### src/rtl/tagged_msg_tx.sv
// Transmit side of the tagged-message byte link: frames one {tag, payload} message as SOF, header, payload bytes.
// Optional trailing XOR checksum byte is enabled by defining TAGGED_MSG_TX_CSUM_EN.
module tagged_msg_tx #(
  parameter int          DATA_W   = 32,
  parameter int          LEN_W    = 4,
  parameter logic [7:0]  SOF_BYTE = 8'hA5
) (
  input  logic              clk,
  input  logic              rst_n,
  input  logic              in_valid,
  output logic              in_ready,
  input  logic [3:0]        in_tag,
  input  logic [LEN_W-1:0]  in_len,
  input  logic [DATA_W-1:0] in_data,
  output logic              out_valid,
  input  logic              out_ready,
  output logic [7:0]        out_byte,
  output logic              out_last,
  output logic              busy,
  output logic [15:0]       frame_cnt
);

  localparam int NBYTES = DATA_W / 8;
  localparam logic [LEN_W-1:0] MAX_LEN = LEN_W'(NBYTES);
`ifdef TAGGED_MSG_TX_CSUM_EN
  localparam bit CSUM_ON = 1'b1;
`else
  localparam bit CSUM_ON = 1'b0;
`endif

`ifdef TAGGED_MSG_TX_CSUM_EN
  typedef enum logic [2:0] {IDLE, SOF, HDR, PAY, CSUM} stateT;
`else
  typedef enum logic [2:0] {IDLE, SOF, HDR, PAY} stateT;
`endif

  stateT             stateReg, stateNext;
  logic [3:0]        tagReg, tagNext;
  logic [LEN_W-1:0]  lenReg, lenNext;
  logic [LEN_W-1:0]  idxReg, idxNext;
  logic [DATA_W-1:0] dataReg, dataNext;
  logic              outValidReg, outValidNext;
  logic [7:0]        outByteReg, outByteNext;
  logic              outLastReg, outLastNext;
  logic [15:0]       frameCntReg, frameCntNext;
`ifdef TAGGED_MSG_TX_CSUM_EN
  logic [7:0]        csumReg, csumNext;
`endif

  logic              fire;
  logic              moreBytes;
  logic [LEN_W-1:0]  lenEffIn;
  logic [LEN_W-1:0]  idxInc;
  logic [7:0]        hdrByte;

  assign fire      = outValidReg && out_ready;
  assign lenEffIn  = (in_len > MAX_LEN) ? MAX_LEN : in_len;
  assign hdrByte   = {tagReg, lenReg[3:0]};
  // HDR and PAY share the "load next payload byte or wrap up" decision.
  assign moreBytes = (stateReg == HDR) ? (lenReg != '0) : (idxReg != lenReg);
  assign idxInc    = (stateReg == HDR) ? LEN_W'(1) : idxReg + LEN_W'(1);

  assign in_ready  = rst_n && (stateReg == IDLE);
  assign out_valid = outValidReg;
  assign out_byte  = outByteReg;
  assign out_last  = outLastReg;
  assign busy      = (stateReg != IDLE);
  assign frame_cnt = frameCntReg;

  always_ff @(posedge clk or negedge rst_n) begin
    if (!rst_n) begin
      stateReg    <= IDLE;
      tagReg      <= '0;
      lenReg      <= '0;
      idxReg      <= '0;
      dataReg     <= '0;
      outValidReg <= 1'b0;
      outByteReg  <= 8'h00;
      outLastReg  <= 1'b0;
      frameCntReg <= 16'h0000;
`ifdef TAGGED_MSG_TX_CSUM_EN
      csumReg     <= 8'h00;
`endif
    end else begin
      stateReg    <= stateNext;
      tagReg      <= tagNext;
      lenReg      <= lenNext;
      idxReg      <= idxNext;
      dataReg     <= dataNext;
      outValidReg <= outValidNext;
      outByteReg  <= outByteNext;
      outLastReg  <= outLastNext;
      frameCntReg <= frameCntNext;
`ifdef TAGGED_MSG_TX_CSUM_EN
      csumReg     <= csumNext;
`endif
    end
  end

  always_comb begin
    stateNext    = stateReg;
    tagNext      = tagReg;
    lenNext      = lenReg;
    idxNext      = idxReg;
    dataNext     = dataReg;
    outValidNext = outValidReg;
    outByteNext  = outByteReg;
    outLastNext  = outLastReg;
    frameCntNext = frameCntReg;
`ifdef TAGGED_MSG_TX_CSUM_EN
    csumNext     = csumReg;
`endif

    case (stateReg)
      IDLE: begin
        if (in_valid) begin
          tagNext      = in_tag;
          lenNext      = lenEffIn;
          dataNext     = in_data;
          idxNext      = '0;
          outValidNext = 1'b1;
          outByteNext  = SOF_BYTE;
          outLastNext  = 1'b0;
          stateNext    = SOF;
        end
      end
      SOF: begin
        if (fire) begin
          outByteNext = hdrByte;
          outLastNext = !CSUM_ON && (lenReg == '0);
`ifdef TAGGED_MSG_TX_CSUM_EN
          csumNext    = hdrByte;
`endif
          stateNext   = HDR;
        end
      end
      HDR, PAY: begin
        if (fire) begin
          if (moreBytes) begin
            outByteNext = dataReg[7:0];
            dataNext    = dataReg >> 8;
            idxNext     = idxInc;
            outLastNext = !CSUM_ON && (idxInc == lenReg);
`ifdef TAGGED_MSG_TX_CSUM_EN
            csumNext    = csumReg ^ dataReg[7:0];
`endif
            stateNext   = PAY;
          end else begin
`ifdef TAGGED_MSG_TX_CSUM_EN
            outByteNext  = csumReg;
            outLastNext  = 1'b1;
            stateNext    = CSUM;
`else
            outValidNext = 1'b0;
            outByteNext  = 8'h00;
            outLastNext  = 1'b0;
            frameCntNext = frameCntReg + 16'd1;
            stateNext    = IDLE;
`endif
          end
        end
      end
`ifdef TAGGED_MSG_TX_CSUM_EN
      CSUM: begin
        if (fire) begin
          outValidNext = 1'b0;
          outByteNext  = 8'h00;
          outLastNext  = 1'b0;
          frameCntNext = frameCntReg + 16'd1;
          stateNext    = IDLE;
        end
      end
`endif
      default: stateNext = IDLE;
    endcase
  end

endmodule

### config.mk
export PLATFORM = sky130hd
export DESIGN_NAME = tagged_msg_tx
export DESIGN_NICKNAME = d
export VERILOG_FILES = /design/src/rtl/tagged_msg_tx.sv
export SDC_FILE = /design/constraint.sdc
export NUM_CORES = 1
export LEC_CHECK = 0
export ABC_AREA = 1
export BUFFER_PORTS_ARGS = -buffer_cell sky130_fd_sc_hd__buf_4
export CAP_MARGIN = 5
export CORE_MARGIN = 8
export CORE_UTILIZATION = 56
export DETAILED_ROUTE_END_ITERATION = 6
export PLACE_DENSITY = 0.91
export SETUP_SLACK_MARGIN = 0.05
export SLEW_MARGIN = 20
export SYNTH_ARGS = -nofsm -noshare
export SYNTH_HDL_FRONTEND = slang
export SYNTH_SLANG_ARGS = --single-unit
export TNS_END_PERCENT = 100
### constraint.sdc
create_clock -name clk -period 1.75 [get_ports clk]
set_input_delay 0.0875 -clock clk [delete_from_list [all_inputs] [get_ports clk]]
set_output_delay 0.0875 -clock clk [all_outputs]
set_load 0.02 [all_outputs]
==> results.yml, run 1 <==
placed_design:
  dpl.hpwl_um: 6870
  globalplace.congestion: 0.910
  io_buffers: 71
cts:
  clkTransAtPathRegs_ns: 0.08
  cts_buffer_depth: 2
  clock_tree_root_driver_cell: "clkbuf_8"
  number_of_buffers_created_by_cts: 9
  cts_htree_levels: 3
  worstSkewPairLatency_ns: 0.35
  clock_sink_count: 72
  cts_tree: "yes"
setup_path:
  timing.critical_path.cells: "ha_1, nand3_1, nor3_1, nand3_1, and2_1, nor2_1, o21ai_0"
  worst_path_max_delay_cell: "dfrtp_1"
  worst_path_largest_cell_delay_ns: 0.45
  crit_path_frequent_cell: "nand3_1"
  crit_path_max_fanout: 5
  setup.worst_path.end_class: "flip-flop"
  worstSetupPathType: "flip-flop to flip-flop"
  critPathLaunchType: "flip-flop"
  critical_path_arrival_ns: 1.89
  cp.required_ns: 1.97
logic_synthesis:
  postSynthNetCount: 564
  synth.lib_cells_used.distinct: 31
  synthAdderAreaFrac: 0.00647
  synthesized_instance_count: 518
  ys_flop_type: "dfrtp_1"
  synth.mux.area_fraction: 0
  post-synth-top-area-cell: "dfrtp_1"
  netlist_top_cells_area: "dfrtp_1, nand2_1, nand3_1, xor2_1, inv_1"
  synthDominantCellAreaShare: 0.466
  synth_top_family_by_area: "simple AND/OR/NAND/NOR gates"
  synth_xor_xnor_area_share: 0.0340
  yosys.cell_count.top_type: "nand2_1"
  synth_simple_gate_area_share: 0.408
  synth_enable_flop_cells: 0
  yosys_warnings: 0
  syn_area_per_cell_sq_um: 7.46
  syn-cell-area_sq_um: 3870
  synth-seq-cells: 72
  synth_compound_area_frac: 0.0262
  async_flop_share: 1.00
  synth-seq-area-share: 0.466
  synth_commonest_cells: "nand2_1, dfrtp_1, nand3_1"
status:
  run_status: "finished clean"
timing:
  final_max_slew_viol_count: 0
  slew_at_the_pin_closest_to_its_max_slew_limit_ns: 0.415
  setup_violating_endpoint_count_in_the_final_report: 0
  period_share: 0.955
  tns_ns: 0
  timing_hold_violations_final: 0
  finalCriticalPeriod_ns: 1.67
  worst_slew_margin_rel: 0.723
  setup_repair_after_global_routing_missed_its_margin: "no"
  fmax_mhz: 598
  worst_clock_skew_ns: 0.0118
cells_and_area:
  num_antenna_cells: 0
  flow.area_growth_from_synthesis_pct: 27.6
  final_layout_size_suffix_gt1_frac: 0.210
  final_cell_utilization_of_the_core: 0.730
  num-nets-final: 650
power_and_ir_drop:
  leakage_nw: 2.65
  areal_power_density_over_the_cells_nw_per_um2: 1610
  power.ir.vdd_worst_v: 0.000758
route:
  post_drt_wl_per_cell_um: 14.9
  detailedRoute.firstPassIterationCount: 6
  drt-initial-drc-count: 239
  final_antenna_net_count: 0
  route.detailed.vias_per_inst: 5.50
  drc: 0
  routed_wl_um: 10300
  total_via_count_after_detailed_routing: 3791
die:
  die_width_um: 99.1
  core_area_sq_um: 6760
  die_h_um: 99.1
  initial_core_util: 0.572
  die_area_sq_um: 9820
  io-pin-count: 72
  num_rows: 30
global_routing:
  globalRoute.totalOverflow: 0
  grt_use_met3: 0.0496
  antenna_violations_before_repair: 0
  largest_net_degree_at_the_start_of_global_routing: 38
  first_pass_grt_wire_length_um: 16600
  most_utilized_layer_in_the_global_route_result: "met2"
  number_of_global_route_vias_before_repair: 3670
  grt_use_met2: 0.320
  grt_use_total: 0.205
  grt_use_met1: 0.265
min_path:
  hold_path_class: "primary input to flip-flop"
job:
  drv_cap: 0
[worst max-delay path: cells and delay by family, from the launching register on]
family                   cells  cell delay, ns
AND/OR/NAND/NOR              5            0.77
flip-flops                   1            0.45
adder cells (fa/ha/maj)      1            0.24
AO/OA/AOI/OAI                1            0.08
[cell usage in the layout (no fill, tap or decap), drive strengths merged]
| master | count |
|---|---|
| a211oi | 4 |
| bufinv | 2 |
| nand3 | 58 |
| nor4 | 1 |
| ha | 2 |
| clkbuf | 12 |
| nand4 | 10 |
| nand3b | 11 |
| o21a | 1 |
| inv | 28 |
| clkinv | 2 |
| dfrtp | 72 |
| and2 | 1 |
| a21oi | 6 |
| xnor2 | 3 |
| nor3 | 11 |
| buf | 89 |
| o21ai | 6 |
| nor2 | 24 |
| dlygate4sd3 | 7 |
| nand2 | 247 |
| xor2 | 12 |
[what timing repair did]
action / CTS / global route
gates resized for setup: 3 / 19
gates cloned: 0 / 1
endpoints found under the hold margin: 35 / 0
setup buffers: 0 / 3
endpoints found under the setup margin: 39 / 57
hold buffers: 7 / 0
pin swaps: 0 / 4
[layout make-up]
type / count / area (sq um)
Fill cell: 485 / 1820
Sequential cell: 72 / 1810
Inverter: 28 / 108
Clock buffer: 12 / 165
Tap cell: 80 / 100
Clock inverter: 4 / 73.8
Multi-Input combinational cell: 397 / 1900
Timing Repair Buffer: 96 / 783
[flip-flops by register name, indices dropped and copies added, names as in the netlist]
| signal | flops |
|---|---|
| stateReg | 2 |
| out_byte | 8 |
| frame_cnt | 16 |
| out_last | 1 |
| tagReg | 4 |
| out_valid | 1 |
| lenReg | 4 |
| idxReg | 4 |
| dataReg | 32 |
[logic make-up after synthesis]
kind of cell,after synthesis
XOR/XNOR,15
buffers and inverters,50
adder cells (fa/ha/maj),2
AO/OA/AOI/OAI,17
AND/OR/NAND/NOR,362
flip-flops,72
[per-layer routing]
metal	vias to the layer above	wire length [um]	part of all wire
li1	1823	-	-
met1	1773	4380	0.43
met2	169	4910	0.48
met3	26	758	0.074
met4	0	243	0.024
met5	-	0	0
[stage by stage]
step | instances | hold slack (ns) | worst slack, ns | power [W] | area [sq um]
floorplan | 518 | -0.208 | 0.166 | 0.00498 | 3870
global placement | 662 | 0.0417 | 0.0844 | 0.00582 | 4500
detailed placement | 662 | 0.0454 | -0.0294 | 0.00596 | 4500
CTS | 685 | 0.0214 | 0.0543 | 0.00759 | 4820
global route | 689 | 0.0404 | 0.0237 | 0.00851 | 4930
finish | 689 | 0.0217 | 0.0788 | 0.00797 | 4930
[final timing paths]
kind                               from             to  slack (ns)  cells after the start
max                        frame_cnt[1]  frame_cnt[14]        0.08                      7
min                           in_len[3]      lenReg[2]        0.02                      3
max reg2reg                frame_cnt[1]  frame_cnt[14]        0.08                      7
min reg2reg                 dataReg[16]    dataReg[16]        0.47                      2
max in group asynchronous         rst_n  frame_cnt[12]        0.88                      3
min in group asynchronous         rst_n    dataReg[23]        0.22                      2
[power by group]
group | total, W | switching (W) | internal (W) | leakage [nW]
Clock | 0.00155 | 0.000625 | 0.000923 | 0.123
Combinational | 0.00375 | 0.00235 | 0.00139 | 1.62
Sequential | 0.00267 | 0.000456 | 0.00222 | 0.912
Note: power is estimated with default switching activity, not from simulation.
==> run 2, diff against run 1 <==
--- a/config.mk
+++ b/config.mk
@@ -12,8 +12,7 @@
 export CORE_UTILIZATION = 56
 export DETAILED_ROUTE_END_ITERATION = 6
 export PLACE_DENSITY = 0.91
-export SETUP_SLACK_MARGIN = 0.05
-export SLEW_MARGIN = 20
+export SETUP_SLACK_MARGIN = 0.3
 export SYNTH_ARGS = -nofsm -noshare
 export SYNTH_HDL_FRONTEND = slang
 export SYNTH_SLANG_ARGS = --single-unit
==> constraint.sdc (replaced) <==
create_clock -name clk -period 1.75 [get_ports clk]
set_input_delay 0 -clock clk [delete_from_list [all_inputs] [get_ports clk]]
set_output_delay 0 -clock clk [all_outputs]
set_load 0.02 [all_outputs]
==> results.yml, run 2 (same netlist as run 1, synthesis figures left out) <==
global_routing:
  grt_use_total: 0.330
  largest_net_degree_at_the_start_of_global_routing: 52
  antenna_violations_before_repair: 1
  globalRoute.totalOverflow: 0
  first_pass_grt_wire_length_um: 25400
  number_of_global_route_vias_before_repair: 4881
route:
  route.detailed.vias_per_inst: 6.64
  total_via_count_after_detailed_routing: 5094
  final_antenna_net_count: 0
  drc: 21
  detailedRoute.firstPassIterationCount: 7
  post_drt_wl_per_cell_um: 23.5
  drt-initial-drc-count: 617
  routed_wl_um: 18000
status:
  run_status: "complete, but fails checks"
  violated_checks: "design-rule violations, negative setup slack"
cts:
  clock_sink_count: 72
  clock_tree_root_driver_cell: "clkbuf_8"
  cts_htree_levels: 3
  clkTransAtPathRegs_ns: 0.09
  number_of_buffers_created_by_cts: 9
  cts_buffer_depth: 2
  worstSkewPairLatency_ns: 0.36
  cts_tree: "yes"
timing:
  fmax_mhz: 509
  fin_ws_ns: -0.213
  worst_clock_skew_ns: 0.0172
  tns_ns: -1.03
  period_share: 1.12
  timing_hold_violations_final: 0
  worst_slew_margin_rel: 0.552
  setup_repair_after_global_routing_missed_its_margin: "yes"
  slew_at_the_pin_closest_to_its_max_slew_limit_ns: 0.673
  finalCriticalPeriod_ns: 1.96
  final_max_slew_viol_count: 0
  setup_violating_endpoint_count_in_the_final_report: 27
cells_and_area:
  final_layout_size_suffix_gt1_frac: 0.376
  final_design_area_no_fill_sq_um: 6190
  area_occupied_by_multi_input_gates_sq_um: 2400
  layout.cells.most_common: "nand2_1"
  layout.cells.non_filler: 767
  layout.area.seq_sq_um: 1810
  fillCellCount: 234
  registers.top_by_ff_count: "dataReg"
  largest_register_ffs: 32
  mostFrequentLayoutCells: "nand2_1, buf_4, dfrtp_1, dlygate4sd3_1, nand3_2"
  num-nets-final: 728
  flow.area_growth_from_synthesis_pct: 60.1
  num_antenna_cells: 0
setup_path:
  worstSetupPathType: "flip-flop to flip-flop"
  setup.worst_path.end_class: "flip-flop"
  critical_path_arrival_ns: 2.22
  worst-r2r-setup-slack_ns: -0.21
  crit_path_max_fanout: 6
  critPathLaunchType: "flip-flop"
  cp.required_ns: 2.01
die:
  die_width_um: 99.1
  initial_core_util: 0.572
  core_area_sq_um: 6760
  die_h_um: 99.1
  die_area_sq_um: 9820
  io-pin-count: 72
  num_rows: 30
placed_design:
  dpl.hpwl_um: 7030
  io_buffers: 71
  globalplace.congestion: 0.889
  placed_cells: 662
  postPlaceCellArea_sq_um: 4510
power_and_ir_drop:
  leakage_nw: 3.09
  power.ir.vdd_worst_v: 0.000940
  areal_power_density_over_the_cells_nw_per_um2: 1790
job:
  drv_cap: 0
min_path:
  hold_path_class: "primary input to flip-flop"
-- run 2: cell types whose count changed in the layout (fill, tap and decap cells not counted), moves of 20 or more --
cell           before  now
buf_4              84  111
dlygate4sd3_1       7   34
nand2_1           240  219
nand2_2             1   21
nand3_1            57   22
nand3_2             0   27
-- run 2: final timing paths --
check	endpoint	from	cells after the start
worst min-delay path	dataReg[22]	in_data[22]	5
max in group asynchronous	frame_cnt[0]	rst_n	3
worst min register to register	dataReg[24]	dataReg[24]	2
min in group asynchronous	out_byte[3]	rst_n	2
worst max register to register	frame_cnt[10]	idxReg[2]	11
worst max-delay path	frame_cnt[10]	idxReg[2]	11
-- run 2: metal layers --
metal	routed length, um	vias up	part of all wire	GRT usage
li1	-	1989	-	-
met1	5530	2302	0.31	0.373
met2	8190	573	0.45	0.547
met3	2510	228	0.14	0.0936
met4	1770	2	0.098	0.191
met5	9	-	0.00050	0
-- run 2: what timing repair did --
| action | CTS | global route |
|---|---|---|
| gates cloned | 11 | 1 |
| hold buffers | 34 | 0 |
| endpoints found under the setup margin | 66 | 68 |
| pin swaps | 43 | 26 |
| resized for setup | 80 | 60 |
| endpoints found under the hold margin | 53 | 0 |
| buffers inserted | 33 | 10 |
-- run 2: power breakdown --
part | switching, W | internal, W
Combinational | 0.00409 | 0.00279
Sequential | 0.000548 | 0.00223
Clock | 0.000681 | 0.000741
Total | 0.00532 | 0.00576
-- run 2: through the flow --
| step | power, W | hold slack (ns) | worst slack [ns] | utilization |
|---|---|---|---|---|
| floorplan | 0.00509 | -0.296 | 0.221 | - |
| global placement | 0.00586 | -0.104 | 0.0990 | 0.667 |
| detailed placement | 0.00601 | -0.102 | 0.00113 | 0.667 |
| CTS | 0.00948 | 0.00319 | 0.212 | 0.869 |
| global route | 0.0114 | 0.0641 | -0.389 | 0.916 |
| finish | 0.0111 | 0.0495 | -0.213 | 0.916 |
-- run 2: final cells by class --
class,count,area share
Inverter,28,0.0194
Timing Repair inverter,1,0.000607
Sequential cell,72,0.293
Clock buffer,14,0.0263
Multi-Input combinational cell,403,0.388
Clock inverter,2,0.00607
Timing Repair Buffer,167,0.251
Tap cell,80,0.0162
-- run 2: critical path, stage by stage (launching register included) --
cell and delay [ns]:
dfrtp_1 0.45, inv_2 0.07, nand2_1 0.09, nand3_1 0.12
nor2_2 0.16, nand2_2 0.12, buf_6 0.14, buf_12 0.14
nand2_8 0.12, buf_6 0.15, nand3_1 0.10, nand2_1 0.21
==> run 3, diff against run 2 <==
--- a/config.mk
+++ b/config.mk
@@ -8,10 +8,12 @@
 export ABC_AREA = 1
 export BUFFER_PORTS_ARGS = -buffer_cell sky130_fd_sc_hd__buf_4
 export CAP_MARGIN = 5
-export CORE_MARGIN = 8
-export CORE_UTILIZATION = 56
+export CELL_PAD_IN_SITES_DETAIL_PLACEMENT = 2
+export CELL_PAD_IN_SITES_GLOBAL_PLACEMENT = 2
+export CORE_MARGIN = 4
+export CORE_UTILIZATION = 31
 export DETAILED_ROUTE_END_ITERATION = 6
-export PLACE_DENSITY = 0.91
+export PLACE_DENSITY = 0.9
 export SETUP_SLACK_MARGIN = 0.3
 export SYNTH_ARGS = -nofsm -noshare
 export SYNTH_HDL_FRONTEND = slang
==> results.yml, run 3 (same netlist as run 1, synthesis figures left out) <==
status:
  run_status: "complete, but fails checks"
  violated_checks: "negative hold slack, negative setup slack"
route:
  total_via_count_after_detailed_routing: 4546
  final_antenna_net_count: 0
  drt-initial-drc-count: 318
  drc: 0
  routed_wl_um: 23200
  post_drt_wl_per_cell_um: 27.6
  route.detailed.vias_per_inst: 5.41
  detailedRoute.firstPassIterationCount: 5
timing:
  fin_ws_ns: -0.164
  worst_hold_slack_ns: -0.00138
  slew_at_the_pin_closest_to_its_max_slew_limit_ns: 0.439
  setup_violating_endpoint_count_in_the_final_report: 52
  period_share: 1.09
  finalCriticalPeriod_ns: 1.91
  setup_repair_after_global_routing_missed_its_margin: "yes"
  worst_clock_skew_ns: 0.0206
  fmax_mhz: 522
  timing_hold_violations_final: 1
  worst_slew_margin_rel: 0.707
  final_max_slew_viol_count: 0
placed_design:
  dpl.hpwl_um: 9530
  globalplace.congestion: 0.832
  io_buffers: 71
  placed_cells: 751
cells_and_area:
  largest_register_ffs: 32
  mostFrequentLayoutCells: "nand2_1, buf_4, dfrtp_1, nand3_1, dlygate4sd3_1"
  num-nets-final: 714
  layout.cells.non_filler: 841
  num_antenna_cells: 0
  registers.top_by_ff_count: "dataReg"
  final_layout_size_suffix_gt1_frac: 0.376
  layout.cells.most_common: "nand2_1"
  flow.area_growth_from_synthesis_pct: 63.7
setup_path:
  timing.critical_path.cells: "clkinvlp_4, nor3_2, nand3_1, xor2_1, nand3_1, nand2_1"
  worst-r2r-setup-slack_ns: -0.16
  critical_path_arrival_ns: 2.21
  critPathLaunchType: "flip-flop"
  worst_path_largest_cell_delay_ns: 0.43
  setup.worst_path.end_class: "flip-flop"
  cp-startpoint: "frame_cnt[4]"
  worstReg2RegEnd: "frame_cnt[13]"
  crit_path_frequent_cell: "nand3_1"
  crit_path_max_fanout: 8
  cp.required_ns: 2.04
  worst_path_max_delay_cell: "dfrtp_1"
  launching_point_of_the_worst_reg2reg_path: "frame_cnt[4]"
  worstSetupPathType: "flip-flop to flip-flop"
  worst-r2r-cell-count: 6
  critical_path.endpoint: "frame_cnt[13]"
die:
  num_rows: 40
  initial_core_util: 0.319
  io-pin-count: 72
  core_area_sq_um: 12100
  die_width_um: 120
  die_h_um: 120
  die_area_sq_um: 14300
min_path:
  hold_path_class: "primary input to flip-flop"
job:
  drv_cap: 0
cts:
  cts_tree: "yes"
  number_of_buffers_created_by_cts: 9
  cts_htree_levels: 3
  clock_sink_count: 72
  clock_tree_root_driver_cell: "clkbuf_16"
  clkTransAtPathRegs_ns: 0.08
  worstSkewPairLatency_ns: 0.37
  cts_buffer_depth: 2
power_and_ir_drop:
  areal_power_density_over_the_cells_nw_per_um2: 1850
  leakage_nw: 3.15
  post-layout-total-power_w: 0.0117
  power.ir.vdd_worst_v: 0.000699
global_routing:
  first_pass_grt_wire_length_um: 27600
  globalRoute.totalOverflow: 0
  largest_net_degree_at_the_start_of_global_routing: 73
  grt_use_total: 0.250
  antenna_violations_before_repair: 0
  number_of_global_route_vias_before_repair: 4774
[run 3: cell types whose count changed in the layout (fill, tap and decap cells not counted), moves of 3 or more]
cell	delta
buf_4	-6
nand2_1	-3
nand3_1	+22
nor2_1	-5
nor2_4	+5
nand2_8	-4
dlygate4sd3_1	-9
nand3_2	-16
clkbuf_16	+14
clkbuf_1	-3
nand3_4	-6
clkbuf_8	-11
nor3_2	+4
nor3_1	-5
[run 3: what timing repair did]
| action | CTS | global route |
|---|---|---|
| gates resized for setup | 35 | 102 |
| pin swaps | 10 | 28 |
| endpoints found under the hold margin | 95 | 0 |
| setup endpoints to repair | 71 | 72 |
| setup buffers | 18 | 23 |
| hold buffers | 25 | 0 |
| cloned | 1 | 7 |
[run 3: where the power goes]
part           leakage [nW]  internal, W  switching, W  total [W]
registers             0.904      0.00223      0.000646    0.00288
logic                  2.08      0.00261       0.00392    0.00653
clock network         0.166      0.00140      0.000909    0.00231
[run 3: through the flow]
step / area [sq um] / setup TNS, ns / setup WS, ns / util
finish: 6330 / -2.54 / -0.164 / 0.523
global route: 6330 / -3.48 / -0.238 / 0.523
CTS: 5590 / 0 / 0.171 / 0.461
detailed placement: 4680 / 0 / 0.0329 / 0.386
global placement: 4680 / 0 / 0.0847 / 0.386
floorplan: 3910 / 0 / 0.221 / -
[run 3: how the worst min path moves through the flow]
stage,from,endpoint,depth (start not counted)
after floorplan,rst_n,dataReg[0],0
after global placement,rst_n,out_last,2
after detailed placement,rst_n,out_last,2
after CTS,in_data[27],dataReg[27],4
after global routing,in_data[30],dataReg[30],4
final,in_data[30],dataReg[30],4
[run 3: cell type report]
class                           count  area (sq um)
Fill cell                        1309          5780
Sequential cell                    72          1820
Inverter                           28           121
Clock inverter                      7           120
Multi-Input combinational cell    397          2280
Timing Repair Buffer              160          1560
Clock buffer                        9           225
Tap cell                          168           210
[run 3: layer usage]
| metal | track usage | share of wire | up-vias |
|---|---|---|---|
| li1 | - | - | 1953 |
| met1 | 0.290 | 0.39 | 2308 |
| met2 | 0.453 | 0.52 | 216 |
| met3 | 0.0500 | 0.044 | 69 |
| met4 | 0.0931 | 0.049 | 0 |
| met5 | 0 | 0 | - |
[run 3: worst max-delay path: cells and delay by family (launching register included)]
kind          cells  cell delay, ns
xor+xnor          1            0.24
flops             1            0.43
buf+inv           1            0.28
simple gates      4            0.88
